===== config.mk =====
export PLATFORM = sky130hd
export DESIGN_NAME = axi_read_arbiter
export DESIGN_NICKNAME = d
export VERILOG_FILES = /design/src/rtl/axi_arb_pkg.sv /design/src/rtl/axi_read_arbiter_rr_pick2.sv /design/src/rtl/axi_read_arbiter.sv
export SDC_FILE = /design/constraint.sdc
export NUM_CORES = 1
export LEC_CHECK = 0
export CORE_MARGIN = 8
export CORE_UTILIZATION = 43
export CTS_CLUSTER_SIZE = 14
export DETAILED_ROUTE_END_ITERATION = 6
export PLACE_DENSITY = 0.86
export SLEW_MARGIN = 20
export SYNTH_ARGS = -nofsm -noshare
export SYNTH_HDL_FRONTEND = slang
export SYNTH_HIERARCHICAL = 1
export SYNTH_SLANG_ARGS = --single-unit

===== constraint.sdc =====
create_clock -name clk -period 7.3 [get_ports clk]
set_input_delay 1.46 -clock clk [delete_from_list [all_inputs] [get_ports clk]]
set_output_delay 1.46 -clock clk [all_outputs]
set_load 0.01 [all_outputs]

===== src/rtl/axi_arb_pkg.sv =====
// ============================================================================
//  Module      : axi_arb_pkg
//  Description : Shared types and constants for the AXI4-Lite read-channel
//                arbiter and its round-robin picker.
//                  arb_state_t  - arbiter FSM state (2 bits)
//                  RESP_OKAY    - AXI OKAY response code
//                  RESP_SLVERR  - AXI SLVERR response code
//  Revision    : 1.0 - initial release
// ============================================================================
`default_nettype none

package axi_arb_pkg;

    // Arbiter transaction state. Encoding is fixed so that state values
    // seen on a debug bus or in a waveform are stable across builds.
    typedef enum logic [1:0] {
        IDLE = 2'd0,
        ADDR = 2'd1,
        DATA = 2'd2,
        RESP = 2'd3
    } arb_state_t;

    localparam logic [1:0] RESP_OKAY   = 2'b00;
    localparam logic [1:0] RESP_SLVERR = 2'b10;

endpackage : axi_arb_pkg

`default_nettype wire


===== src/rtl/axi_read_arbiter_rr_pick2.sv =====
// ============================================================================
//  Module      : rr_pick2
//  Description : Two-way round-robin picker, purely combinational.
//                A lone request always wins; when both request, the side
//                that was NOT granted last time wins. Shared between the
//                read-side and write-side arbiters.
//  Ports       : req[1:0]   in   request vector, bit N = requester N
//                last       in   index of the previously granted requester
//                gnt_valid  out  at least one request present
//                gnt_idx    out  index of the winning requester
//  Revision    : 1.0 - initial release
// ============================================================================
`default_nettype none

module rr_pick2
    import axi_arb_pkg::*;
(
    input  logic [1:0] req,
    input  logic       last,
    output logic       gnt_valid,
    output logic       gnt_idx
);

    always_comb begin
        gnt_valid = |req;
        gnt_idx   = 1'b0;
        if (req == 2'b11) begin
            // Contention: hand the grant to whoever did not have it last.
            gnt_idx = ~last;
        end else begin
            // Zero or one request: bit 1 decides; idx is don't-care when
            // gnt_valid is low but is kept at a defined value.
            gnt_idx = req[1];
        end
    end

endmodule : rr_pick2

`default_nettype wire


===== src/rtl/axi_read_arbiter.sv =====
// ============================================================================
//  Module      : axi_read_arbiter
//  Description : Shares one AXI4-Lite read channel (AR + R) between two
//                requesters: s0 (instruction fetch) and s1 (data load).
//                One outstanding read at a time, round-robin per
//                transaction. Read data/response are registered and
//                returned only to the granted requester.
//                Transaction flow: IDLE -> ADDR -> DATA -> RESP -> IDLE.
//  Ports       : clk, rst                 clock, async active-high reset
//                sN_axi_ar* (N=0,1)       requester address channel
//                sN_axi_r*                requester read-data channel
//                m_axi_ar*, m_axi_r*      downstream read channel
//                grant_id                 current / last granted requester
//                busy                     high whenever state != IDLE
//                gnt0_cnt, gnt1_cnt,      statistics counters, present only
//                conflict_cnt             when AXI_READ_ARB_STATS_EN is
//                                         defined
//  Build macro : AXI_READ_ARB_STATS_EN - adds the statistics counters.
//  Revision    : 1.0 - initial release
// ============================================================================
`default_nettype none

module axi_read_arbiter
    import axi_arb_pkg::*;
#(
    parameter int ADDR_W = 32,
    parameter int DATA_W = 32
) (
    input  logic              clk,
    input  logic              rst,

    // Requester 0 (instruction fetch)
    input  logic [ADDR_W-1:0] s0_axi_araddr,
    input  logic              s0_axi_arvalid,
    output logic              s0_axi_arready,
    output logic [DATA_W-1:0] s0_axi_rdata,
    output logic [1:0]        s0_axi_rresp,
    output logic              s0_axi_rvalid,
    input  logic              s0_axi_rready,

    // Requester 1 (data load)
    input  logic [ADDR_W-1:0] s1_axi_araddr,
    input  logic              s1_axi_arvalid,
    output logic              s1_axi_arready,
    output logic [DATA_W-1:0] s1_axi_rdata,
    output logic [1:0]        s1_axi_rresp,
    output logic              s1_axi_rvalid,
    input  logic              s1_axi_rready,

    // Downstream (mmu core-side read port)
    output logic [ADDR_W-1:0] m_axi_araddr,
    output logic              m_axi_arvalid,
    input  logic              m_axi_arready,
    input  logic [DATA_W-1:0] m_axi_rdata,
    input  logic [1:0]        m_axi_rresp,
    input  logic              m_axi_rvalid,
    output logic              m_axi_rready,

    // Status
    output logic              grant_id,
    output logic              busy
`ifdef AXI_READ_ARB_STATS_EN
    ,
    output logic [31:0]       gnt0_cnt,
    output logic [31:0]       gnt1_cnt,
    output logic [31:0]       conflict_cnt
`endif
);

    // ------------------------------------------------------------------------
    // State and registered outputs
    // ------------------------------------------------------------------------
    arb_state_t        r_state;
    arb_state_t        w_next_state;

    logic              r_last_grant;
    logic              r_grant_id;

    logic [ADDR_W-1:0] r_m_araddr;
    logic              r_m_arvalid;
    logic              r_m_rready;

    logic [1:0]        r_s_rvalid;
    logic [DATA_W-1:0] r_s_rdata [0:1];
    logic [1:0]        r_s_rresp [0:1];

    // ------------------------------------------------------------------------
    // Combinational arbitration
    // ------------------------------------------------------------------------
    logic              w_gnt_valid;
    logic              w_gnt_idx;
    logic              w_ar_hs;
    logic [ADDR_W-1:0] w_sel_araddr;
    logic              w_m_r_hs;
    logic              w_s_rready_sel;
    logic              w_s_r_hs;

    rr_pick2 u_pick (
        .req       ({s1_axi_arvalid, s0_axi_arvalid}),
        .last      (r_last_grant),
        .gnt_valid (w_gnt_valid),
        .gnt_idx   (w_gnt_idx)
    );

    // The requester-side AR handshake completes in the same IDLE cycle in
    // which the grant is decided, so arready is purely combinational.
    assign w_ar_hs        = (r_state == IDLE) && w_gnt_valid;
    assign s0_axi_arready = w_ar_hs && !w_gnt_idx;
    assign s1_axi_arready = w_ar_hs &&  w_gnt_idx;

    assign w_sel_araddr   = w_gnt_idx ? s1_axi_araddr : s0_axi_araddr;

    assign w_m_r_hs       = (r_state == DATA) && m_axi_rvalid && r_m_rready;

    // Only the granted requester's rready can close the transaction.
    assign w_s_rready_sel = r_grant_id ? s1_axi_rready : s0_axi_rready;
    assign w_s_r_hs       = (r_state == RESP) && w_s_rready_sel;

    // ------------------------------------------------------------------------
    // FSM: state register
    // ------------------------------------------------------------------------
    always_ff @(posedge clk or posedge rst) begin
        if (rst) begin
            r_state <= IDLE;
        end else begin
            r_state <= w_next_state;
        end
    end

    // ------------------------------------------------------------------------
    // FSM: next-state logic
    // ------------------------------------------------------------------------
    always_comb begin
        w_next_state = r_state;
        case (r_state)
            IDLE:    if (w_gnt_valid)   w_next_state = ADDR;
            ADDR:    if (m_axi_arready) w_next_state = DATA;
            DATA:    if (w_m_r_hs)      w_next_state = RESP;
            RESP:    if (w_s_r_hs)      w_next_state = IDLE;
            default:                    w_next_state = IDLE;
        endcase
    end

    // ------------------------------------------------------------------------
    // Datapath and registered handshake outputs
    // ------------------------------------------------------------------------
    always_ff @(posedge clk or posedge rst) begin
        if (rst) begin
            r_last_grant  <= 1'b1;
            r_grant_id    <= 1'b0;
            r_m_araddr    <= '0;
            r_m_arvalid   <= 1'b0;
            r_m_rready    <= 1'b0;
            r_s_rvalid    <= 2'b00;
            r_s_rdata[0]  <= '0;
            r_s_rdata[1]  <= '0;
            r_s_rresp[0]  <= RESP_OKAY;
            r_s_rresp[1]  <= RESP_OKAY;
        end else begin
            case (r_state)
                IDLE: begin
                    if (w_gnt_valid) begin
                        r_m_araddr  <= w_sel_araddr;
                        r_m_arvalid <= 1'b1;
                        r_grant_id  <= w_gnt_idx;
                    end
                end
                ADDR: begin
                    // Address stays frozen until the downstream takes it;
                    // afterwards it returns to zero so an idle bus is quiet.
                    if (m_axi_arready) begin
                        r_m_arvalid <= 1'b0;
                        r_m_araddr  <= '0;
                        r_m_rready  <= 1'b1;
                    end
                end
                DATA: begin
                    if (w_m_r_hs) begin
                        r_m_rready             <= 1'b0;
                        r_s_rdata[r_grant_id]  <= m_axi_rdata;
                        r_s_rresp[r_grant_id]  <= m_axi_rresp;
                        r_s_rvalid[r_grant_id] <= 1'b1;
                    end
                end
                RESP: begin
                    if (w_s_r_hs) begin
                        r_s_rvalid    <= 2'b00;
                        r_s_rdata[0]  <= '0;
                        r_s_rdata[1]  <= '0;
                        r_s_rresp[0]  <= RESP_OKAY;
                        r_s_rresp[1]  <= RESP_OKAY;
                        // Fairness pointer moves only when the transaction
                        // fully retires, so an abandoned read does not count.
                        r_last_grant  <= r_grant_id;
                    end
                end
                default: begin
                    r_m_arvalid <= 1'b0;
                    r_m_rready  <= 1'b0;
                    r_s_rvalid  <= 2'b00;
                end
            endcase
        end
    end

    // ------------------------------------------------------------------------
    // Output mapping
    // ------------------------------------------------------------------------
    assign m_axi_araddr  = r_m_araddr;
    assign m_axi_arvalid = r_m_arvalid;
    assign m_axi_rready  = r_m_rready;

    assign s0_axi_rvalid = r_s_rvalid[0];
    assign s0_axi_rdata  = r_s_rdata[0];
    assign s0_axi_rresp  = r_s_rresp[0];

    assign s1_axi_rvalid = r_s_rvalid[1];
    assign s1_axi_rdata  = r_s_rdata[1];
    assign s1_axi_rresp  = r_s_rresp[1];

    assign grant_id      = r_grant_id;
    assign busy          = (r_state != IDLE);

`ifdef AXI_READ_ARB_STATS_EN
    // ------------------------------------------------------------------------
    // Statistics: observation only, never feeds back into arbitration.
    // ------------------------------------------------------------------------
    logic [31:0] r_gnt0_cnt;
    logic [31:0] r_gnt1_cnt;
    logic [31:0] r_conflict_cnt;
    logic        w_conflict;

    assign w_conflict = (r_state == IDLE) && s0_axi_arvalid && s1_axi_arvalid;

    always_ff @(posedge clk or posedge rst) begin
        if (rst) begin
            r_gnt0_cnt     <= 32'd0;
            r_gnt1_cnt     <= 32'd0;
            r_conflict_cnt <= 32'd0;
        end else begin
            if (s0_axi_arready) r_gnt0_cnt     <= r_gnt0_cnt + 32'd1;
            if (s1_axi_arready) r_gnt1_cnt     <= r_gnt1_cnt + 32'd1;
            if (w_conflict)     r_conflict_cnt <= r_conflict_cnt + 32'd1;
        end
    end

    assign gnt0_cnt     = r_gnt0_cnt;
    assign gnt1_cnt     = r_gnt1_cnt;
    assign conflict_cnt = r_conflict_cnt;
`endif

endmodule : axi_read_arbiter

`default_nettype wire

* Yosys cells after proc, flatten, opt, wreduce, memory -nomap -nowiden *
Cells that the tools add are included.

operators by class
  order comparisons = 4
  equal/unequal tests = 8
  reduce and logical (&&, ||, !) cells = 21
  muxes and demuxes = 33
  bitwise operators = 3

operators with widths
  kind                  count
  $mux W32              4
  $mux W64              2
  $pmux W64 S2          1
  $bwmux W64            1
  $pmux W32 S2          1
  $demux W32 S1         1
  $mux W2               6
  $reduce_and A3 Y1     3
  $logic_and A1 B1 Y1   8
  $mux W4               2
  $ne A2 B2 Y1 const B  4
  $pmux W2 S4           1
  $pmux W4 S2           1
  $reduce_bool A2 Y1    4
  $mux W1               7
  $eq A2 B2 Y1 const B  3
  $bwmux W4             1
  $pmux W1 S2           2
  $pmux W2 S2           1
  $reduce_and A2 Y1     2
  $reduce_and A4 Y1     1
  $demux W2 S1          1
  $eq A2 B1 Y1 const B  1
  $ge A2 B2 Y1 const B  1
  10 further kinds      10

word-level totals
  input port bits = 106
  register bits = 108

* Depth between registers and ports, before layout *
Gate-level depths: netlist of run 1.

  depth after elaboration = 8
  mapped depth = 7
  mapped depth without buffers = 6

* By module *
Netlist of run 1, hierarchy kept.

by module, submodules not included
  module            cells an instance  times used  area each (um^2)
  axi_read_arbiter  313                1           4389.2
  rr_pick2          2                  1           13.8

* Worst setup path before layout of run 1 *
No wires, ideal clock.

  path kind = input to output
  from = input port s1_axi_arvalid
  to = output port s0_axi_arready
  path buffers = 2
  setup slack = 3597 ps
  data arrival time = 2243 ps
  cell stages on the path = 4
  required time = 5840 ps
  cell sequence = a21boi_1 clkbuf_1 buf_2 nor2_1

between the ends
  longest elaborated chain between the ends = 4
  elaborated cells between the ends (all ways) = 6
  classes of those cells = eq/ne: 1; mux: 1; reduce/logical: 4

RTL lines
  what                     RTL line                         text
  start: declaration       axi_read_arbiter.sv:43           input logic s1_axi_arvalid,
  $eq A2 B2 Y1             axi_read_arbiter_rr_pick2.sv:27  if (req == 2'b11) begin
  $mux W1                  axi_read_arbiter_rr_pick2.sv:27
  $logic_not A1 Y1         axi_read_arbiter.sv:108          assign s0_axi_arready = w_ar_hs && !w_gnt_idx;
  $logic_and A1 B1 Y1 (*)  axi_read_arbiter.sv:108
  end: declaration         axi_read_arbiter.sv:35           output logic s0_axi_arready,

Every way passes the cells marked *; elsewhere a longest branch is shown, timed or not.

* Worst setup path in the final report of run 1 *
  from = input port s1_axi_arvalid
  to = output port s1_axi_arready

between the ends
  longest elaborated chain between the ends = 3
  elaborated cells between the ends (all ways) = 5
  classes of those cells = eq/ne: 1; mux: 1; reduce/logical: 3

RTL lines
  what                     RTL line                         text
  $eq A2 B2 Y1             axi_read_arbiter_rr_pick2.sv:27
  $mux W1 (*)              axi_read_arbiter_rr_pick2.sv:27
  named net w_gnt_idx      axi_read_arbiter.sv:91           logic w_gnt_idx;
  $logic_and A1 B1 Y1 (*)  axi_read_arbiter.sv:109          assign s1_axi_arready = w_ar_hs && w_gnt_idx;
  end: declaration         axi_read_arbiter.sv:44           output logic s1_axi_arready,

Mark *: on every way through the listed nets, which the timed path passes. The rest lies on a longest branch.

==> metrics, run 1 <==
nets=633; busiest grt layer=met2; Slew HR=51.00%; clk_lat worst skew=0.36 ns; Pre-antenna DRT Iters=4; Hold Startpoint=m_axi_araddr[12]; Core ar.=10,140 µm²; Yosys top cell area share=60.81%; P_int=1.670 mW; Worst Clk Skew=0.008825 ns; final HPWL from detailed placement=10,310 µm; Vias per Instance=5.409; std cell rows=37; GRT met2 Usage=32.52%; vias in the first global route=3,845; hold depth=1; Mapped Area=4403 µm²; top cells by count, synth=dfrtp_1 (107), a22o_1 (67), mux2i_1 (34), o2bb2ai_1 (33), buf_2 (8); IO Pins=214; worst r2r path cells=7; Die W=117.2 µm; post_cts resized=0; total grt overflow=0; clock-pin slew on the worst setup and hold paths=0.09 ns; final setup fails=0; CP Capture Point=s1_axi_arready; Hold WS=0.4962 ns; WP data required=5.84 ns; diode count=0; worst reg2reg setup slack=4.89 ns; met3 Use GR=6.927%; CTS buffer count=9; initial core utilization=43.43%; setup TNS=0 ns; Yosys warnings=6; Routed wire per std cell=20.50 µm; endpoints failing hold=0; Hold Buf Count CTS=0; FF-to-FF End=s0_axi_rresp[0]; Max Fclk=199.0 MHz; Layout area overhead=55.21%; total net switching power=0.9220 mW; M1 GR Usage=23.32%; Switching Share=35.57%; sequential share of power=37.3%; #FFs+latches synth=108; syn avg cell area=13.98 µm²; share of cells above drive strength 1=6.641%; sequential-to-total area share from yosys stat=61.41%; Synth area leader=dfrtp_1; RD Place Congestion=0.7945; chip height=117.2 µm; top cells by area, synth=dfrtp_1 (61%), a22o_1 (13%), mux2i_1 (7.7%); count leader, synth=dfrtp_1; RSZ-0062 raised after global routing=no; slew at the pin with the worst max-slew slack=0.7349 ns; Critical Path AT=3.57 ns; htree depth=3; Async S/R FF share, synth=100.0%; Iteration-0 DRC Markers=147; pin count of the biggest net entering global routing=61; Leak=3.024 nW; combinational share of power=48.6%; Util after Layout=67.41%; post-route clock period utilization=68.85%; number of enable flip-flop cells after synthesis=0; die area=13,730 µm²; fin crit period=5.026 ns; CTS tree=yes; CTS max path bufs=2; ANT nets after route=0; Crit Path Max Fanout=27; routed vias=3,586; Peak VDD IR=0.2033 mV; clock power share=14.1%; type of origin of the critical path=input port; crit path kind=input port to output pin; Post-synth top flop=dfrtp_1; WL final=13,590 µm; Unique masters post-synth=30; CTS Sinks=108; HP Class=flop to flop; PortBufs=213; element type at the critical path end=output pin; DRC viols=0; reg-to-reg startpoint=r_state[0]; Synth Net Count=426; CP Launch Point=s1_axi_arvalid; Pwr Density=379.3 nW/µm²; Post-Syn Instances=315; global-route wire length before repair=20,940 µm; GRT Total Usage=19.76%; fin. max-slew vios=0; max cap viols=0; status=finished, final reports clean; initial antenna violation count=0; Setup Buffers After CTS=0; CTS root buffer=clkbuf_8
[critical path, stage by stage]
cell             delay, ns
clkdlybuf4s50_1       0.48
a21boi_4              0.35
buf_4                 0.46
and3_1                0.26
clkdlybuf4s50_1       0.56
[sequential cells by signal, summed over array words and instances (netlist names), 2 cells and up]
| signal | cells |
|---|---|
| m_axi_araddr | 32 |
| r_s_rvalid | 2 |
| r_state | 2 |
| s0_axi_rdata | 32 |
| s0_axi_rresp | 2 |
| s1_axi_rdata | 32 |
| s1_axi_rresp | 2 |
[kinds of logic (layout without fill, tap and decap cells)]
logic type	count (synthesis)	after routing	share of synthesized area [%]
AOI/OAI and AO/OA	117	117	22.36
adders and majority gates	5	5	1.421
buffers and inverters	30	242	4.064
DFF	108	108	61.41
muxes	36	36	8.241
and+or+nand+nor	19	19	2.501
[per-stage QoR]
| step | area (µm²) | std cells | setup WS (ns) | total power [mW] |
|---|---|---|---|---|
| 2_1_floorplan | 4403 | 315 | 2.996 | 1.586 |
| 3_3_place_gp | 6631 | 647 | 2.339 | 2.200 |
| 3_5_place_dp | 6631 | 647 | 2.279 | 2.242 |
| 4_1_cts | 6834 | 663 | 2.262 | 2.617 |
| 5_1_grt | 6834 | 663 | 2.176 | 2.742 |
| 6_report | 6834 | 663 | 2.274 | 2.592 |
[cell usage in the layout (no fill, tap or decap), types with 4 or more instances in the layout]
| cell | netlist | layout |
|---|---|---|
| nand2_1 | 6 | 6 |
| dfrtp_1 | 107 | 107 |
| o2bb2ai_1 | 33 | 33 |
| a22o_1 | 67 | 67 |
| inv_1 | 6 | 5 |
| clkdlybuf4s50_1 | 0 | 213 |
| clkbuf_8 | 0 | 11 |
| a21oi_1 | 6 | 6 |
| ha_1 | 5 | 5 |
| o21ai_0 | 4 | 4 |
| mux2i_1 | 34 | 34 |
| buf_4 | 3 | 7 |
[routing by layer]
metal	up-vias	share of wire [%]	wire, µm
met5	-	0	0
met3	22	10	1357
met4	0	2.1	286
met2	144	50	6823
met1	1806	38	5121
li1	1614	-	-
[power by group through the flow]
stage / registers (mW) / logic (mW) / clock network, mW
finish: 0.966 / 1.26 / 0.366
floorplan: 1.05 / 0.534 / 0
detailed placement: 0.973 / 1.27 / 0
CTS: 0.968 / 1.27 / 0.374
global route: 0.993 / 1.35 / 0.399
global placement: 0.960 / 1.24 / 0
[layout make-up]
class,instances,area [µm²]
Fill cell,737,3304
Inverter,6,25.02
Clock buffer,12,155.1
Timing Repair Buffer,220,2185
Clock inverter,4,47.55
Multi-Input combinational cell,177,1548
Tap cell,136,170.2
Sequential cell,108,2704
[how the worst min path moves through the flow]
stage | endpoint
floorplan | r_last_grant
global placement | m_axi_araddr[3]
detailed placement | m_axi_araddr[10]
CTS | m_axi_araddr[18]
global route | m_axi_araddr[18]
finish | m_axi_araddr[12]
Note: power is estimated with default switching activity, not from simulation.
==> run 2: changes to the inputs <==
- CORE_UTILIZATION: 43 -> 41
- PLACE_DENSITY: 0.86 -> 0.83
- clock period: 7.3 -> 5.21 ns (I/O delays scaled with it)
==> metrics, run 2 (synthesis results as in run 1) <==
RSZ-0062 raised after global routing=no; post_cts resized=0 (unchanged); IO Pins=214 (unchanged); clock-pin slew on the worst setup and hold paths=0.10 ns (about the same); Pwr Density=529.2 nW/µm² (+40%); Slew HR=46.03% (-5.0 points); WP data required=4.17 ns (-1.67 ns); max cap viols=0 (unchanged); clk_lat worst skew=0.37 ns (about the same); final HPWL from detailed placement=10,330 µm (+0.26%); CTS max path bufs=2 (unchanged); htree depth=3 (unchanged); diode count=0 (unchanged); Crit Path Max Fanout=4 (-85%); fin area=6837 µm² (about the same); initial core utilization=41.34% (-2.1 points); endpoints failing hold=0 (unchanged); Die W=119.6 µm (+2.1%); Hold Buf Count CTS=0 (unchanged); Vias per Instance=5.289 (-2.2%); most frequent cells in the layout=clkdlybuf4s50_1 (213), dfrtp_1 (107), a22o_1 (67); initial antenna violation count=0 (unchanged); global-route wire length before repair=21,680 µm (+3.5%); CTS root buffer=clkbuf_8; CTS tree=yes; Peak VDD IR=0.2651 mV (+30%); vias in the first global route=3,891 (+1.2%); CTS Sinks=108 (unchanged); PortBufs=213 (unchanged); nets=633 (unchanged); ANT nets after route=0 (unchanged); Non-Filler Instances=667 (+0.60%); Iteration-0 DRC Markers=114 (-22%); Max Fclk=275.1 MHz; std cell rows=38 (+2.7%); die area=14,310 µm² (+4.2%); fin. max-slew vios=0 (unchanged); routed vias=3,528 (-1.6%); Worst Clk Skew=0.01380 ns (+0.004971 ns); Leak=3.025 nW (about the same); element type at the critical path end=output pin; CTS buffer count=9 (unchanged); pin count of the biggest net entering global routing=69 (+13%); share of cells above drive strength 1=6.831% (+0.19 points); RD Place Congestion=0.7797 (-1.9%); WL final=13,650 µm (+0.44%); fin crit period=3.635 ns; dpl cells=651 (+0.62%); Core ar.=10,650 µm² (+5.0%); final setup fails=0 (unchanged); Layout area overhead=55.27% (about the same); DRC viols=0 (unchanged); status=finished, final reports clean; Critical Path AT=2.59 ns (-0.98 ns); Routed wire per std cell=20.46 µm (-0.16%); Placed Instance Area=6636 µm² (about the same); Setup Buffers After CTS=0 (unchanged); crit path kind=input port to output pin; slew at the pin with the worst max-slew slack=0.8094 ns (+0.07449 ns); Pre-antenna DRT Iters=6 (+2); chip height=119.6 µm (+2.1%); post-route clock period utilization=69.76%; total power=3.618 mW (+40%); GRT Total Usage=18.79% (-0.98 points); setup TNS=0 ns (unchanged); HP Class=flop to flop; type of origin of the critical path=input port; most common cell after layout, fill and taps aside=clkdlybuf4s50_1; Hold WS=0.4976 ns (+0.001436 ns); total grt overflow=0 (unchanged)
[run 2: changes by cell type in the layout (fill, tap and decap cells not counted)]
cell        before  now
bufinv_16        1    0
clkbuf_1         1    0
clkbuf_8        11    9
clkinv_2         2    0
clkinv_4         0    2
clkinv_8         0    1
clkinvlp_4       1    0
inv_6            0    1
inv_8            0    3
[run 2: path summary, 6_finish.rpt]
| path | start | end | slack [ns] | cells after the start |
|---|---|---|---|---|
| worst max-delay path | s0_axi_arvalid | s0_axi_arready | 1.58 | 5 |
| worst min-delay path | m_axi_araddr[14] | m_axi_araddr[14] | 0.50 | 1 |
| worst max register to register | r_state[0] | s0_axi_rresp[0] | 2.79 | 6 |
| worst min register to register | m_axi_araddr[14] | m_axi_araddr[14] | 0.50 | 1 |
| max in group asynchronous | rst | m_axi_araddr[9] | 2.99 | 3 |
| min in group asynchronous | rst | m_axi_araddr[8] | 1.16 | 2 |
[run 2: power by group]
| group | internal [mW] | switching (mW) |
|---|---|---|
| clock network | 0.192 | 0.313 |
| registers | 1.15 | 0.198 |
| logic | 0.939 | 0.823 |
| total | 2.28 | 1.33 |
[run 2: layout make-up]
| class | count | area (µm²) |
|---|---|---|
| Clock inverter | 7 | 76.32 |
| Fill cell | 828 | 3814 |
| Multi-Input combinational cell | 177 | 1548 |
| Sequential cell | 108 | 2704 |
| Clock buffer | 9 | 123.9 |
| Inverter | 6 | 25.02 |
| Tap cell | 140 | 175.2 |
| Timing Repair Buffer | 220 | 2185 |
[run 2: worst max-delay path, cell delays in order]
cell and delay, ns:
clkdlybuf4s50_1 0.51, or2_1 0.17, nand2_1 0.11, nor2_1 0.17, clkdlybuf4s50_1 0.58
[run 2: layer usage]
layer / part of all wire (%) / GRT usage (%) / vias up
met5: 0 / 0 / -
met3: 9.4 / 7.421 / 13
met2: 48 / 31.75 / 147
li1: - / - / 1607
met4: 1.3 / 4.372 / 0
met1: 41 / 22.03 / 1761
[run 2: metrics by stage]
stage	worst slack, ns	utilization (%)
floorplan	1.324	-
global placement	1.569	62.31
detailed placement	1.554	62.31
CTS	1.539	64.19
global route	1.521	64.19
finish	1.575	64.19
==> run 3: changes to the inputs <==
- CORE_UTILIZATION: 41 -> 37
- PLACE_DENSITY: 0.83 -> 0.79
- clock period: 5.21 -> 3.3 ns (I/O delays scaled with it)
==> metrics, run 3 (synthesis results as in run 1) <==
status=finished, final reports clean; share of cells above drive strength 1=6.994% (+0.16 points); Hold Buf Count CTS=0 (unchanged); global-route wire length before repair=21,870 µm (+0.89%); Peak VDD IR=0.4358 mV (+64%); diode count=0 (unchanged); fin. max-slew vios=0 (unchanged); most frequent cells in the layout=clkdlybuf4s50_1 (213), dfrtp_1 (107), a22o_1 (67); Slew HR=44.63% (-1.4 points); WP data required=2.64 ns (-1.53 ns); crit path kind=input port to output pin; nets=635 (+0.32%); worst reg2reg setup slack=1.08 ns (-1.71 ns); final HPWL from detailed placement=10,260 µm (-0.66%); CTS root buffer=clkbuf_16; Non-Filler Instances=676 (+1.3%); fin crit period=2.843 ns; max cap viols=0 (unchanged); slew at the pin with the worst max-slew slack=0.8305 ns (+0.02108 ns); clk_lat worst skew=0.34 ns (-0.03 ns); DRC viols=0 (unchanged); Setup Buffers After CTS=0 (unchanged); initial core utilization=37.28% (-4.1 points); endpoints failing hold=0 (unchanged); Hold Startpoint=m_axi_araddr[0]; htree depth=3 (unchanged); Pwr Density=849.5 nW/µm² (+61%); std cell rows=40 (+5.3%); Worst Clk Skew=0.006109 ns (-0.007688 ns); Iteration-0 DRC Markers=138 (+21%); most common cell after layout, fill and taps aside=clkdlybuf4s50_1; CTS tree=yes; CP Launch Point=s0_axi_arvalid; chip height=125.1 µm (+4.6%); Layout area overhead=57.94%; Final Worst Setup Slack=0.4575 ns (-1.118 ns); element type at the critical path end=output pin; CTS buffer count=9 (unchanged); ANT nets after route=0 (unchanged); post-route clock period utilization=86.14%; type of origin of the critical path=input port; HP Class=flop to flop; Max Fclk=351.8 MHz; Leak=3.065 nW (+1.3%); pre-CTS setup slack=0.4842 ns (-1.070 ns); CTS max path bufs=2 (unchanged); die area=15,650 µm² (+9.3%); setup TNS=0 ns (unchanged); dpl cells=660 (+1.4%); hold endpoint=m_axi_araddr[0]; Routed wire per std cell=20.12 µm (-1.7%); pin count of the biggest net entering global routing=109 (+58%); Multi-input gate area=1548 µm² (unchanged); RSZ-0062 raised after global routing=no; Core ar.=11,810 µm² (+11%); Die W=125.1 µm (+4.6%); GRT Total Usage=17.47% (-1.3 points); post_cts resized=0 (unchanged); vias in the first global route=3,934 (+1.1%); FF-to-FF End=s0_axi_rdata[1]; worst r2r path cells=6 (unchanged); IO Pins=214 (unchanged); WL final=13,600 µm (-0.35%); Critical Path AT=2.18 ns (-0.41 ns); hold depth=1 (unchanged); Fill cells=977 (+18%); Crit Path Max Fanout=4 (unchanged); CTS Sinks=108 (unchanged); routed vias=3,526 (-0.057%); clock-pin slew on the worst setup and hold paths=0.07 ns (-0.03 ns); reg-to-reg startpoint=r_state[0]; initial antenna violation count=0 (unchanged); area occupied by registers=2704 µm² (unchanged); RD Place Congestion=0.7427 (-4.7%); PortBufs=213 (unchanged); final setup fails=0 (unchanged); Pre-antenna DRT Iters=4 (-2); total grt overflow=0 (unchanged); Vias per Instance=5.216 (-1.4%)
==> run 3: cell types whose count changed in the layout (fill, tap and decap cells not counted), sizes merged <==
cell      delta
buf          +2
clkbuf       +2
inv          -5
clkinvlp     +3
==> run 3: worst max-delay path, cell delays in order <==
cell and delay (ns):
clkdlybuf4s50_1 0.52, or2_1 0.16, nand2_1 0.12, nor2_1 0.13, clkdlybuf4s50_1 0.59
==> run 3: metrics by stage <==
step | util [%] | power [mW] | cell area [µm²] | hold WS [ns]
6_report | 58.88 | 5.907 | 6954 | 0.4890
5_1_grt | 58.88 | 6.278 | 6954 | 0.5021
4_1_cts | 58.88 | 5.995 | 6954 | 0.4938
3_5_place_dp | 56.50 | 4.963 | 6674 | 0.4755
3_3_place_gp | 56.50 | 4.878 | 6674 | 0.4698
2_1_floorplan | - | 3.509 | 4407 | 0.5083
==> run 3: cell type report <==
| class | count | area share (%) |
|---|---|---|
| Multi-Input combinational cell | 177 | 22.26 |
| Inverter | 6 | 0.3778 |
| Sequential cell | 108 | 38.88 |
| Tap cell | 147 | 2.645 |
| Clock inverter | 5 | 0.5398 |
| Clock buffer | 11 | 3.490 |
| Timing Repair Buffer | 222 | 31.81 |
==> run 3: power breakdown <==
part | switching, mW | leakage, nW | internal (mW)
clock network | 0.459 | 0.132 | 0.534
registers | 0.318 | 1.44 | 1.82
logic | 1.28 | 1.49 | 1.49
==> run 3: how the worst max path moves through the flow <==
stage,endpoint,slack (ns),depth (start not counted)
finish,s0_axi_arready,0.46,5
detailed placement,s0_axi_arready,0.48,5
global placement,s0_axi_arready,0.49,5
CTS,s0_axi_arready,0.46,5
floorplan,s0_axi_arready,1.20,4
global route,s0_axi_arready,0.38,5
==> run 3: routing by layer <==
layer	routed length [µm]	vias to the layer above	track usage (%)
met4	199	0	6.089
met1	5693	1778	20.02
li1	-	1615	-
met3	906	14	6.120
met5	0	-	0
met2	6801	119	29.72
==> RTL change 1: new RTL, flow settings as in run 2 <==
Re-encode `arb_state_t` (4 states) as one-hot, 4 bits wide.
--- a/src/rtl/axi_arb_pkg.sv
+++ b/src/rtl/axi_arb_pkg.sv
@@ -13,11 +13,11 @@
 
     // Arbiter transaction state. Encoding is fixed so that state values
     // seen on a debug bus or in a waveform are stable across builds.
-    typedef enum logic [1:0] {
-        IDLE = 2'd0,
-        ADDR = 2'd1,
-        DATA = 2'd2,
-        RESP = 2'd3
+    typedef enum logic [3:0] {
+        IDLE = 4'b0001,
+        ADDR = 4'b0010,
+        DATA = 4'b0100,
+        RESP = 4'b1000
     } arb_state_t;
 
     localparam logic [1:0] RESP_OKAY   = 2'b00;
Function: same outputs for any inputs over 10 cycles, from zero or initial values and one cycle with rst high; not proved beyond that.
==> RTL change 1 against run 2 <==
Clock skew down 0.0019 ns. Routed wire length up 7.8%. Total power decreased by 12%. Global-route usage down 0.13 points. Cell area is 8.7% higher. Synthesized cell count is 39% higher. Synthesized area grew 12%. Sequential cell count increased by 2. Worst setup slack got worse by 0.29 ns. Highest routed layer unchanged.
==> RTL change 1: results (changes against run 2) <==
| Metric | Value |
|---|---|
| Status | completed (unchanged) |
| Dpl ws | 1.29 ns (was 1.55 ns) |
| Wirelength per Cell | 18.6 um (was 20.5 um) |
| Fill count | 917 (was 828) |
| Cell internal pwr | 2.12 mW (was 2.28 mW) |
| Post-Syn Instances | 439 (was 315) |
| Clk slew on worst S/H paths | 0.06 ns (was 0.10 ns) |
| Layout Skew | 0.0119 ns (was 0.0138 ns) |
| Met1 usage | 22.7% (was 22.0%) |
| Net Count, Synth | 545 (was 426) |
| Leak | 3.35 nW (was 3.02 nW) |
| R2R setup slack | 2.69 ns (was 2.79 ns) |
| DP Wirelength | 11,100 um (was 10,300 um) |
| Vias in the first global route | 4,447 (was 3,891) |
| M2 GR Usage | 28.1% (was 31.7%) |
| Combinational power share | 40.2% (was 48.7%) |
| Final period utilization | 75.3% (was 69.8%) |
| Synth top area cells | dfrtp_1 (55%), mux2i_1 (6.7%), a22o_1 (6.1%) (was dfrtp_1 (61%), a22o_1 (13%), mux2i_1 (7.7%)) |
| Clk_lat worst skew | 0.34 ns (was 0.37 ns) |
| Sequential cell area fraction in the yosys report | 56.1% (was 61.4%) |
| Switch share | 33.5% (was 36.9%) |
| FF-to-FF End | s1_axi_rdata[2] (was s0_axi_rresp[0]) |
| Crit path arrival time | 2.88 ns (was 2.59 ns) |
| Post-Place Cells | 774 (was 651) |
| Met2 routed WL | 6420 um (was 6590 um) |
| First-pass GRT wire length | 23,800 um (was 21,700 um) |
| Clk root buf | clkbuf_16 (was clkbuf_8) |
| Max VDD drop | 0.254 mV (was 0.265 mV) |
## RTL change 1: cell type report
class	instances	area, um2	area share (%)
multi-input cells	256	1870	25.1
flip-flops and latches	110	2760	37.1
clock inverters	5	32.5	0.438
inverters	39	149	2.00
repair buffers	222	2200	29.6
well taps	147	184	2.48
clock buffers	11	243	3.27
## RTL change 1: worst min-delay path by stage
stage	start	end	slack, ns	depth (start not counted)
floorplan	r_last_grant	r_last_grant	0.50	2
global placement	m_axi_araddr[5]	m_axi_araddr[5]	0.46	2
detailed placement	m_axi_araddr[25]	m_axi_araddr[25]	0.47	2
CTS	m_axi_araddr[25]	m_axi_araddr[25]	0.48	2
global route	m_axi_araddr[1]	m_axi_araddr[1]	0.51	2
finish	m_axi_araddr[14]	m_axi_araddr[14]	0.48	2
## RTL change 1: cells by family after synthesis
family,after synthesis,synth area share [%]
AOI/OAI and AO/OA,123,18.6
xor gates and xnor gates,2,0.357
buffers and inverters,73,6.45
DFF,110,56.1
muxes,34,6.96
and+or+nand+nor,97,11.5
==> RTL change 2: new RTL, settings of run 2 <==
Without the edit above. The option `AXI_READ_ARB_STATS_EN` is turned on by a define.
--- a/src/rtl/axi_read_arbiter.sv
+++ b/src/rtl/axi_read_arbiter.sv
@@ -20,6 +20,8 @@
 // ============================================================================
 `default_nettype none
 
+`define AXI_READ_ARB_STATS_EN
+
 module axi_read_arbiter
     import axi_arb_pkg::*;
 #(
Behaviour (old outputs only; new: conflict_cnt, gnt0_cnt and gnt1_cnt): unchanged (Yosys induction, for registers that start in step).
==> RTL change 2 against run 2 <==
Non-clock buffer count rose by 102. Sequential cell count rose by 96. Routed wire length rose by 85%. First-iteration DRC count rose to 4.1 times the old value. Critical path type unchanged. Total power rose by 63%. Register-to-register slack got worse by 0.31 ns. Synthesized area rose by 97%. Worst setup slack got worse by 0.38 ns. Global-route usage fell by 0.19 points. Cell count rose by 100%. Hold slack got worse by 0.027 ns. Cell area rose by 88%. Highest routed layer unchanged.
==> RTL change 2: results (changes against run 2) <==
| Metric | Value |
|---|---|
| Status | completed (unchanged) |
| Leak | 5.64 nW (was 3.02 nW) |
| Vias/cell | 5.24 (was 5.29) |
| Worst path slowest cell | clkdlybuf4s50_1 (unchanged) |
| Crit path arrival time | 2.97 ns (was 2.59 ns) |
| Sequential cell area fraction in the yosys report | 58.7% (was 61.4%) |
| Clk slew on worst S/H paths | 0.06 ns (was 0.10 ns) |
| CP delay by family, top | buffers and inverters (unchanged) |
| Clk_lat worst skew | 0.49 ns (was 0.37 ns) |
| GP Congestion | 0.808 (was 0.780) |
| Post-Place Cells | 1,306 (was 651) |
| Clk buf depth | 3 (was 2) |
| Fill count | 1,692 (was 828) |
| CTS resizes | 0 (unchanged) |
| GRT Overall Usage | 18.6% (was 18.8%) |
| Post-synth top cells | dfrtp_1 (203), nand2_1 (77), a22o_1 (67) (was dfrtp_1 (107), a22o_1 (67), mux2i_1 (34)) |
| Max VDD drop | 0.356 mV (was 0.265 mV) |
| Wirelength per Cell | 18.7 um (was 20.5 um) |
| CP peak stage delay | 0.63 ns (was 0.58 ns) |
| Rel. slew slack | 30.5% (was 46.0%) |
| Hold_sp | m_axi_arvalid (was m_axi_araddr[14]) |
| DP Wirelength | 18,600 um (was 10,300 um) |
| TritonCTS Buffers | 22 (was 9) |
| Share of cells above drive strength 1 | 6.08% (was 6.83%) |
| Setup Buffers After CTS | 0 (unchanged) |
| Switch share | 31.4% (was 36.9%) |
| Async set or reset register ratio after synthesis | 100% (unchanged) |
| Input/output buffers | 309 (was 213) |
| Layout Skew | 0.00639 ns (was 0.0138 ns) |
| Synth top area cells | dfrtp_1 (58%), a22o_1 (6.8%), xnor2_1 (6.1%) (was dfrtp_1 (61%), a22o_1 (13%), mux2i_1 (7.7%)) |
| Worst Path Max Fanout | 5 (was 4) |
| Post-Syn Instances | 744 (was 315) |
| Initial antenna violation count | 1 (was 0) |
| Ys Warns | 6 (unchanged) |
| # nets final | 1,169 (was 633) |
| Placed cell area | 12,100 um2 (was 6640 um2) |
| First-pass GRT wire length | 39,700 um (was 21,700 um) |
| DR vias | 7,045 (was 3,528) |
| Distinct cells, synth | 42 (was 30) |
| Vias in the first global route | 7,118 (was 3,891) |
| Largest net degree at the start of global routing | 111 (was 69) |
| Reg-to-Reg Start | r_state[0] (unchanged) |
| Hold buffers post-CTS | 0 (unchanged) |
| Hold/Removal Path Class | flip-flop to flip-flop (unchanged) |
| Critical path launch point | s0_axi_arvalid (unchanged) |
| Reg2Reg Depth | 6 (unchanged) |
| Net Count, Synth | 858 (was 426) |
| Iter 0 DRT Violations | 467 (was 114) |
| H-Tree Depth | 1 (was 3) |
| Hold Crit Depth | 2 (was 1) |
| 1st-pass router iterations | 5 (was 6) |
| Dpl ws | 1.16 ns (was 1.55 ns) |
| Clk root buf | clkbuf_16 (was clkbuf_8) |
RTL change 2: final cells by class:
cell class | instances | area, um2 | area share (%)
clock buffers | 32 | 629 | 4.90
clock inverters | 6 | 108 | 0.837
multi-input cells | 492 | 3410 | 26.5
diodes | 1 | 2.50 | 0.0195
inverters | 13 | 52.6 | 0.409
well taps | 275 | 344 | 2.68
repair buffers | 322 | 3200 | 24.9
flip-flops and latches | 204 | 5110 | 39.7
RTL change 2: power groups by stage:
stage               registers (mW)  clock network, mW  logic [mW]
floorplan                     2.38                  0       0.840
global placement              2.24                  0        2.08
detailed placement            2.25                  0        2.12
CTS                           2.23               1.64        2.13
global route                  2.28               1.70        2.28
finish                        2.23               1.59        2.09
RTL change 2: layer usage:
metal | vias up | GRT usage [%] | routed length [um]
li1 | 3274 | - | -
met1 | 3445 | 23.2 | 10200
met2 | 295 | 30.7 | 12300
met3 | 31 | 6.01 | 2170
met4 | 0 | 4.76 | 473
met5 | - | 0 | 0
RTL change 2: tightest hold or removal path, delay by kind of cell (launching register included):
kind / cells / cell delay, ns
flip-flops: 1 / 0.34
AND/OR/NAND/NOR: 2 / 0.10
RTL change 2: logic make-up (layout without fill, tap and decap cells):
kind of cell	count (synthesis)	in the layout	synth area share (%)
simple gates	239	239	14.3
buf+inv	48	373	2.26
fa+ha+maj	8	8	1.15
other cells	0	1	0
mux	38	38	4.45
compound gates	114	114	9.69
flops	204	204	58.7
xor+xnor	93	93	9.37
RTL change 2: final timing paths:
path	end	slack (ns)
worst max-delay path	s0_axi_arready	1.20
worst min-delay path	m_axi_arvalid	0.47
worst max register to register	conflict_cnt[28]	2.48
worst min register to register	m_axi_arvalid	0.47
max in group asynchronous	m_axi_araddr[17]	3.05
min in group asynchronous	s1_axi_rdata[0]	1.08
